--- config.mk ---
export PLATFORM = sky130hd
export DESIGN_NAME = rv_arch_state
export DESIGN_NICKNAME = d
export VERILOG_FILES = /design/src/rtl/rv_arch_state_pkg.sv /design/src/rtl/rv_scoreboard.sv /design/src/rtl/rv_arch_state.sv
export SDC_FILE = /design/constraint.sdc
export NUM_CORES = 2
export LEC_CHECK = 0
export ABC_AREA = 1
export BUFFER_PORTS_ARGS = -buffer_cell sky130_fd_sc_hd__buf_2
export CAP_MARGIN = 20
export CORE_MARGIN = 5
export CORE_UTILIZATION = 50
export DETAILED_ROUTE_END_ITERATION = 8
export PLACE_DENSITY = 0.66
export SYNTH_ARGS = -nofsm -noshare
export SYNTH_HDL_FRONTEND = slang
export SYNTH_SLANG_ARGS = --single-unit
--- constraint.sdc ---
create_clock -name CLK -period 2.39 [get_ports CLK]
set_input_delay 0 -clock CLK [delete_from_list [all_inputs] [get_ports CLK]]
set_output_delay 0 -clock CLK [all_outputs]
set_load 0.02 [all_outputs]
--- src/rtl/rv_arch_state_pkg.sv ---
`default_nettype none
// ---------------------------------------------------------------------------
// Package : defs
// Brief   : Shared constants and types for the architectural-state slice.
// Revision: 1.0 - initial release
// ---------------------------------------------------------------------------
package defs;
   localparam int BIN_DIG = 32;   // default data / PC width
   localparam int PC_STEP = 4;    // sequential instruction stride in bytes

   typedef logic [BIN_DIG-1:0] word_t;
   typedef logic [4:0]         reg_addr_t;
endpackage
`default_nettype wire

--- src/rtl/rv_scoreboard.sv ---
`default_nettype none
// ---------------------------------------------------------------------------
// Module  : rv_scoreboard
// Brief   : One busy bit per architectural register. Issue reserves a
//           destination, writeback releases it, and a bypassed operand
//           reads as ready.
// Revision: 1.0 - initial release
// ---------------------------------------------------------------------------
module rv_scoreboard #(
   parameter int NREG = 32,
   parameter int NRP  = 2,
   parameter int AW   = $clog2(NREG)
) (
   input  logic                    CLK,
   input  logic                    RST,
   input  logic                    issue_valid_i,
   input  logic [AW-1:0]           issue_rd_i,
   input  logic                    wb_valid_i,
   input  logic [AW-1:0]           wb_addr_i,
   input  logic [NRP-1:0][AW-1:0]  rd_addr_i,
   output logic [NRP-1:0]          rd_busy_o
);

   logic [NREG-1:0] busy;
   logic [NREG-1:0] busy_next;

   // Clear on writeback first, then set on issue, so a same-cycle
   // reservation of the register being written back stays outstanding.
   always_comb begin
      busy_next = busy;
      if (wb_valid_i) begin
         busy_next[wb_addr_i] = 1'b0;
      end
      if (issue_valid_i && issue_rd_i != '0) begin
         busy_next[issue_rd_i] = 1'b1;
      end
      busy_next[0] = 1'b0;
   end

   // Busy vector state; reset drops every outstanding reservation.
   always_ff @(posedge CLK) begin
      if (RST) begin
         busy <= '0;
      end else begin
         busy <= busy_next;
      end
   end

   // Operand-not-ready per read port, masked when the value is being bypassed.
   always_comb begin
      rd_busy_o = '0;
      for (int p = 0; p < NRP; p++) begin
         rd_busy_o[p] = busy[rd_addr_i[p]]
                        & ~(wb_valid_i && (wb_addr_i == rd_addr_i[p]));
      end
   end

endmodule
`default_nettype wire

--- src/rtl/rv_arch_state.sv ---
`default_nettype none
// ---------------------------------------------------------------------------
// Module  : rv_arch_state
// Brief   : Architectural state: program counter with redirect/stall,
//           multi-ported register file with write-through bypass, and the
//           destination-register scoreboard.
// Revision: 1.0 - initial release
// ---------------------------------------------------------------------------
module rv_arch_state
   import defs::*;
#(
   parameter  int              XLEN     = BIN_DIG,
   parameter  int              NREG     = 32,
   parameter  int              NRP      = 2,
   parameter  logic [XLEN-1:0] RESET_PC = '0,
   localparam int              AW       = $clog2(NREG)
) (
   input  logic                     CLK,
   input  logic                     RST,
   input  logic                     stall_i,
   input  logic                     redirect_valid_i,
   input  logic [XLEN-1:0]          redirect_pc_i,
   output logic [XLEN-1:0]          pc_o,
   input  logic [NRP-1:0][AW-1:0]   rd_addr_i,
   output logic [NRP-1:0][XLEN-1:0] rd_data_o,
   output logic [NRP-1:0]           rd_busy_o,
   input  logic                     wb_valid_i,
   input  logic [AW-1:0]            wb_addr_i,
   input  logic [XLEN-1:0]          wb_data_i,
   input  logic                     issue_valid_i,
   input  logic [AW-1:0]            issue_rd_i
);

   logic [XLEN-1:0] regs [NREG];

   // PC: redirect beats stall; targets are forced word aligned; increment wraps.
   always_ff @(posedge CLK) begin
      if (RST) begin
         pc_o <= RESET_PC;
      end else if (redirect_valid_i) begin
         pc_o <= {redirect_pc_i[XLEN-1:2], 2'b00};
      end else if (!stall_i) begin
         pc_o <= pc_o + XLEN'(PC_STEP);
      end
   end

   // Register file write; x0 is hardwired and never stored.
   always_ff @(posedge CLK) begin
      if (RST) begin
         for (int r = 0; r < NREG; r++) begin
            regs[r] <= '0;
         end
      end else if (wb_valid_i && wb_addr_i != '0) begin
         regs[wb_addr_i] <= wb_data_i;
      end
   end

   // Combinational read ports: x0 reads zero, same-cycle writeback is forwarded.
   always_comb begin
      rd_data_o = '0;
      for (int p = 0; p < NRP; p++) begin
         if (rd_addr_i[p] == '0) begin
            rd_data_o[p] = '0;
         end else if (wb_valid_i && wb_addr_i == rd_addr_i[p]) begin
            rd_data_o[p] = wb_data_i;
         end else begin
            rd_data_o[p] = regs[rd_addr_i[p]];
         end
      end
   end

   rv_scoreboard #(
      .NREG (NREG),
      .NRP  (NRP),
      .AW   (AW)
   ) u_scoreboard (
      .CLK           (CLK),
      .RST           (RST),
      .issue_valid_i (issue_valid_i),
      .issue_rd_i    (issue_rd_i),
      .wb_valid_i    (wb_valid_i),
      .wb_addr_i     (wb_addr_i),
      .rd_addr_i     (rd_addr_i),
      .rd_busy_o     (rd_busy_o)
   );

endmodule
`default_nettype wire

Word level (Yosys, flattened, before mapping)
Memories as Yosys holds them, arrays and structs flattened. Cells that the tools add are included.

Add/subtract/negate cells: 1. $lt $le $gt $ge: 6. Equal/unequal tests: 3. Muxes and demuxes: 24. Bitwise logic cells: 7. Reduce and logical (&&, ||, !) cells: 12.

Operators by type and width (count): 2-to-1 mux 32 bit (9); adder 32 x 3 -> 32 bit, second input constant (1); bitwise AND 32 bit (1); inverter 32 bit (1); bitwise OR 32 bit (1); OR reduction 32 bit (1); less-than comparator 5 x 6 -> 1 bit, second input constant (4); binary-select mux 1 bit (select 5 bit) (2); demux 1 bit (select 5 bit) (2); equality test 5 bit (2); greater-or-equal comparator 5 x 1 -> 1 bit, second input constant (2); logical NOT 5 bit (2); 2-to-1 mux 1 bit (10); nonzero test 5 bit (2); logical AND 1 bit (6); 2-to-1 mux 5 bit (1); bitwise AND 1 bit (2); != test 2 x 1 -> 1 bit, second input constant (1); inverter 1 bit (2); OR reduction 2 bit (1).

Bits in registers: 64. Memory bits (writable): 1024. Input bits: 90. Output and inout bits: 98. Word-level logic and storage cells: 58. Memories: 1.

Memories: regs (depth 32, bits a word 32, read ports 2, clocked after memory_dff 0, write ports 32, line rv_arch_state.sv:34) `logic [XLEN-1:0] regs [NREG];`.

Depth between registers and ports, before layout
Depth in word-level cells: 9. Depth in mapped cells: 13. Depth with buffers taken out: 11.

Hierarchy
A second synthesis with hierarchy kept.

Cell total of the unflattened synthesis: 7446. Area total of the unflattened synthesis: 61530.3 um^2.

Modules (own cells, without submodules): rv_arch_state (instances 1, cells each 7086, area an instance 59424.5 um^2, seq. area each 31350.1 um^2); rv_scoreboard (instances 1, cells each 360, area an instance 2105.8 um^2, seq. area each 620.6 um^2).

Worst setup path after synthesis
Ideal clock, no wire load.

Kind: input-to-reg. Start: in RST. End: mem regs[10][0] in the netlist's numbering, enable pin. Library setup time: 389 ps. Arrival time: 1768 ps. Data required time: 2001 ps. Path slack: 233 ps. Stages on the path: 8. Path buffers: 3. Cell sequence: clkbuf_1 nor2_1 o21ai_1 inv_2 buf_4 nand2_2 buf_2 nand2_1.

RTL lines: start: declaration (line rv_arch_state.sv:19) `input logic RST,`; end: declaration (line rv_arch_state.sv:34).

==> results.py <==
metrics = {
    "cts": {
        "cts-root-buf": "clkbuf_16",
        "clock_path_buffers": 3,
        "clk_latency_ps": 730,
        "cts_tree": "built",
        "cts_made_buffers": 118,
        "htreeDepth": 3,
        "clk_pin_slew_ps": 60,
        "clock_sinks": 1085,
        "postCtsSetupRepairBufs": 0,
    },
    "synth": {
        "synth.most_common_cell": "nand2_1",
        "syn_area_sq_mm": 0.0614,
        "yosys-top-cells-count": "1341 x nand2_1, 1281 x nor2_1, 1024 x edfxtp_1",
        "ys_types": 37,
        "synth-edff-count": 1024,
        "avgSynthCellArea_sq_um": 8.12,
        "synth_ff_type": "edfxtp_1",
        "synth-seq-cells": 1085,
        "synth_seq_area_share_pct": 52.0,
        "yosys.area.top_type_share_pct": 50.1,
        "yosys.area.top_type": "edfxtp_1",
        "synth-async-reset-ratio_pct": 0,
        "synth_warnings": 0,
        "synth_cells": 7566,
        "synth_area_leaders": "edfxtp_1 50%, nand2_1 8.2%, nor2_1 7.8%",
    },
    "route": {
        "drt-initial-drc-count": 8534,
        "drt-total-wl_mm": 238,
        "firstDrtPassIters": 7,
        "wl_per_cell_um": 25.4,
        "ant_nets": 0,
        "drt_drc_violations_left": 0,
        "vias_per_cell": 6.17,
        "vias": 57952,
    },
    "grt": {
        "grt_overflow": 0,
        "antenna_found_initial": 3,
        "first_global_vias": 54945,
        "grt_max_degree": 113,
        "grtUsageTotal_pct": 35.2,
        "grt_pass1_wl_mm": 345,
    },
    "floorplan": {
        "die_h_um": 361,
        "die-area_sq_mm": 0.130,
        "floorplan.initialDensity_pct": 50.4,
        "core_area_sq_mm": 0.122,
        "ios": 188,
        "fp-row-count": 128,
        "die_w_um": 361,
    },
    "sta": {
        "finalSetupViolations": 0,
        "hold_violations": 0,
        "worstMarginPinSlew_ps": 824,
        "relSlewSlack_pct": 44.6,
        "slew_viol_final": 0,
        "period_needed_ps": 2350,
        "finalCritPeriodShare_pct": 98.5,
        "max_freq_ghz": 0.425,
        "skew_ps": 8.36,
    },
    "pwr": {
        "peakVddDrop_v": 0.000644,
        "powerDensity_mw_per_mm2": 665,
        "p_leak_nw": 28.6,
        "total_power_mw": 47.0,
    },
    "critical_path": {
        "cp_max_fo": 36,
        "worstSetupEndpointType": "output pin",
        "required_ps": 2390,
        "reg2reg_from": "pc_o[16]",
        "worstSetupPathType": "in -> out",
        "crit_start": "wb_addr_i[2]",
        "cp.arrival_ps": 2350,
        "start_kind": "primary input",
    },
    "run_status": {
        "status": "finished, final reports clean",
    },
    "final_layout": {
        "fillers": 10590,
        "multi_input_area_sq_mm": 0.0244,
        "fin_util_pct": 58.0,
        "finalNonFillerCells": 9400,
        "nNetsFinal": 7771,
        "drive_gt1_share_pct": 10.9,
        "final_area_sq_mm": 0.0707,
        "area_growth_pct": 15.0,
        "regArea_sq_mm": 0.0320,
    },
    "placed_design": {
        "dpl_cell_area_sq_mm": 0.0653,
        "io_buffers": 183,
        "gp_congestion": 0.957,
        "placed_cells": 9051,
        "dp_hpwl_mm": 145,
    },
    "job": {
        "cap_violations": 0,
    },
    "worst_hold_path": {
        "worstHoldStart": "wb_data_i[21]",
        "hp-class": "in -> reg",
    },
}
[timing repair]
item / CTS / global route
gates cloned: 0 / 2
pin swaps: 1 / 8
endpoints found under the setup margin: 13 / 51
hold buffers: 133 / 0
gates resized for setup: 18 / 89
hold endpoints to repair: 817 / 0
[worst paths after layout]
check,to,slack [ps],depth (start not counted)
hold reg to reg,u_scoreboard.busy[12],470,2
setup reg to reg,pc_o[26],150,10
hold / removal,regs[9][21],50,4
setup / recovery,rd_data_o[47],40,11
[critical path, stage by stage]
cell and delay [ps]:
dlygate4sd3_1 510, buf_2 230, inv_2 130, a211oi_4 270, nand3_4 250, buf_12 260
nor2_1 110, nor2_1 50, nand2_1 260, inv_1 80, buf_2 170
[stage by stage]
stage / setup TNS [ps] / worst slack (ps) / hold WS (ps)
after floorplan: 0 / 233 / 168
after global placement: 0 / 344 / 275
after detailed placement: 0 / 326 / 283
after CTS: 0 / 0.792 / 2.99
after global routing: -46.4 / -16.4 / 77.2
final: 0 / 35.7 / 53.6
[sequential cells by signal, indices dropped and copies added, names as in the netlist]
register           flops
regs                1024
u_scoreboard.busy     31
pc_o                  30
[routing by layer]
layer	GRT usage (%)	part of all wire, %	up-vias
met2	54.2	44	4191
met4	20.1	6.5	2
met3	8.13	13	810
met5	0	0.0080	-
li1	-	-	25780
met1	45.9	36	27169
[area by class of cell]
| class | instances | share of cell area, % |
|---|---|---|
| Clock buffer | 153 | 4.43 |
| Sequential cell | 1085 | 45.2 |
| Multi-Input combinational cell | 5139 | 34.5 |
| Antenna cell | 1 | 0.00354 |
| Inverter | 703 | 3.77 |
| Clock inverter | 61 | 0.616 |
| Tap cell | 1625 | 2.88 |
| Timing Repair Buffer | 633 | 8.52 |
[placed cells by master (no fill, tap or decap), types with 16 or more instances in the layout]
cell           netlist  routed
a21oi_1            422     410
buf_12               0     103
buf_2              321     170
buf_4               14     219
clkbuf_1           287      33
clkbuf_16            0     122
clkinv_1             1      30
clkinv_2             0      19
conb_1               1      34
dfxtp_1             61      61
dlygate4sd3_1        0     132
edfxtp_1          1024    1024
inv_1              692     685
nand2_1           1341    1285
nand2_2             20      75
nand3_1            897     864
nand3_2              2      29
nand4_1             18      18
nor2_1            1281    1267
nor3_1              43      41
o211ai_1           504     504
o21ai_0            486     477
o21ai_1              7      16
or2_2               33      33
[report_power, final]
group | internal [mW] | leakage (nW) | switching (mW)
Clock | 9.59 | 1.74 | 7.73
Sequential | 21.8 | 10.2 | 0.430
Combinational | 2.21 | 16.6 | 5.23
[cell families after synthesis]
group / synth area share, %
xor+xnor: 0.200
buf+inv: 9.21
simple gates: 24.6
compound gates: 14.0
flops: 52.0
other cells: 0.00610
fa+ha+maj: 0.0204
Note: power is estimated with default switching activity, not from simulation.
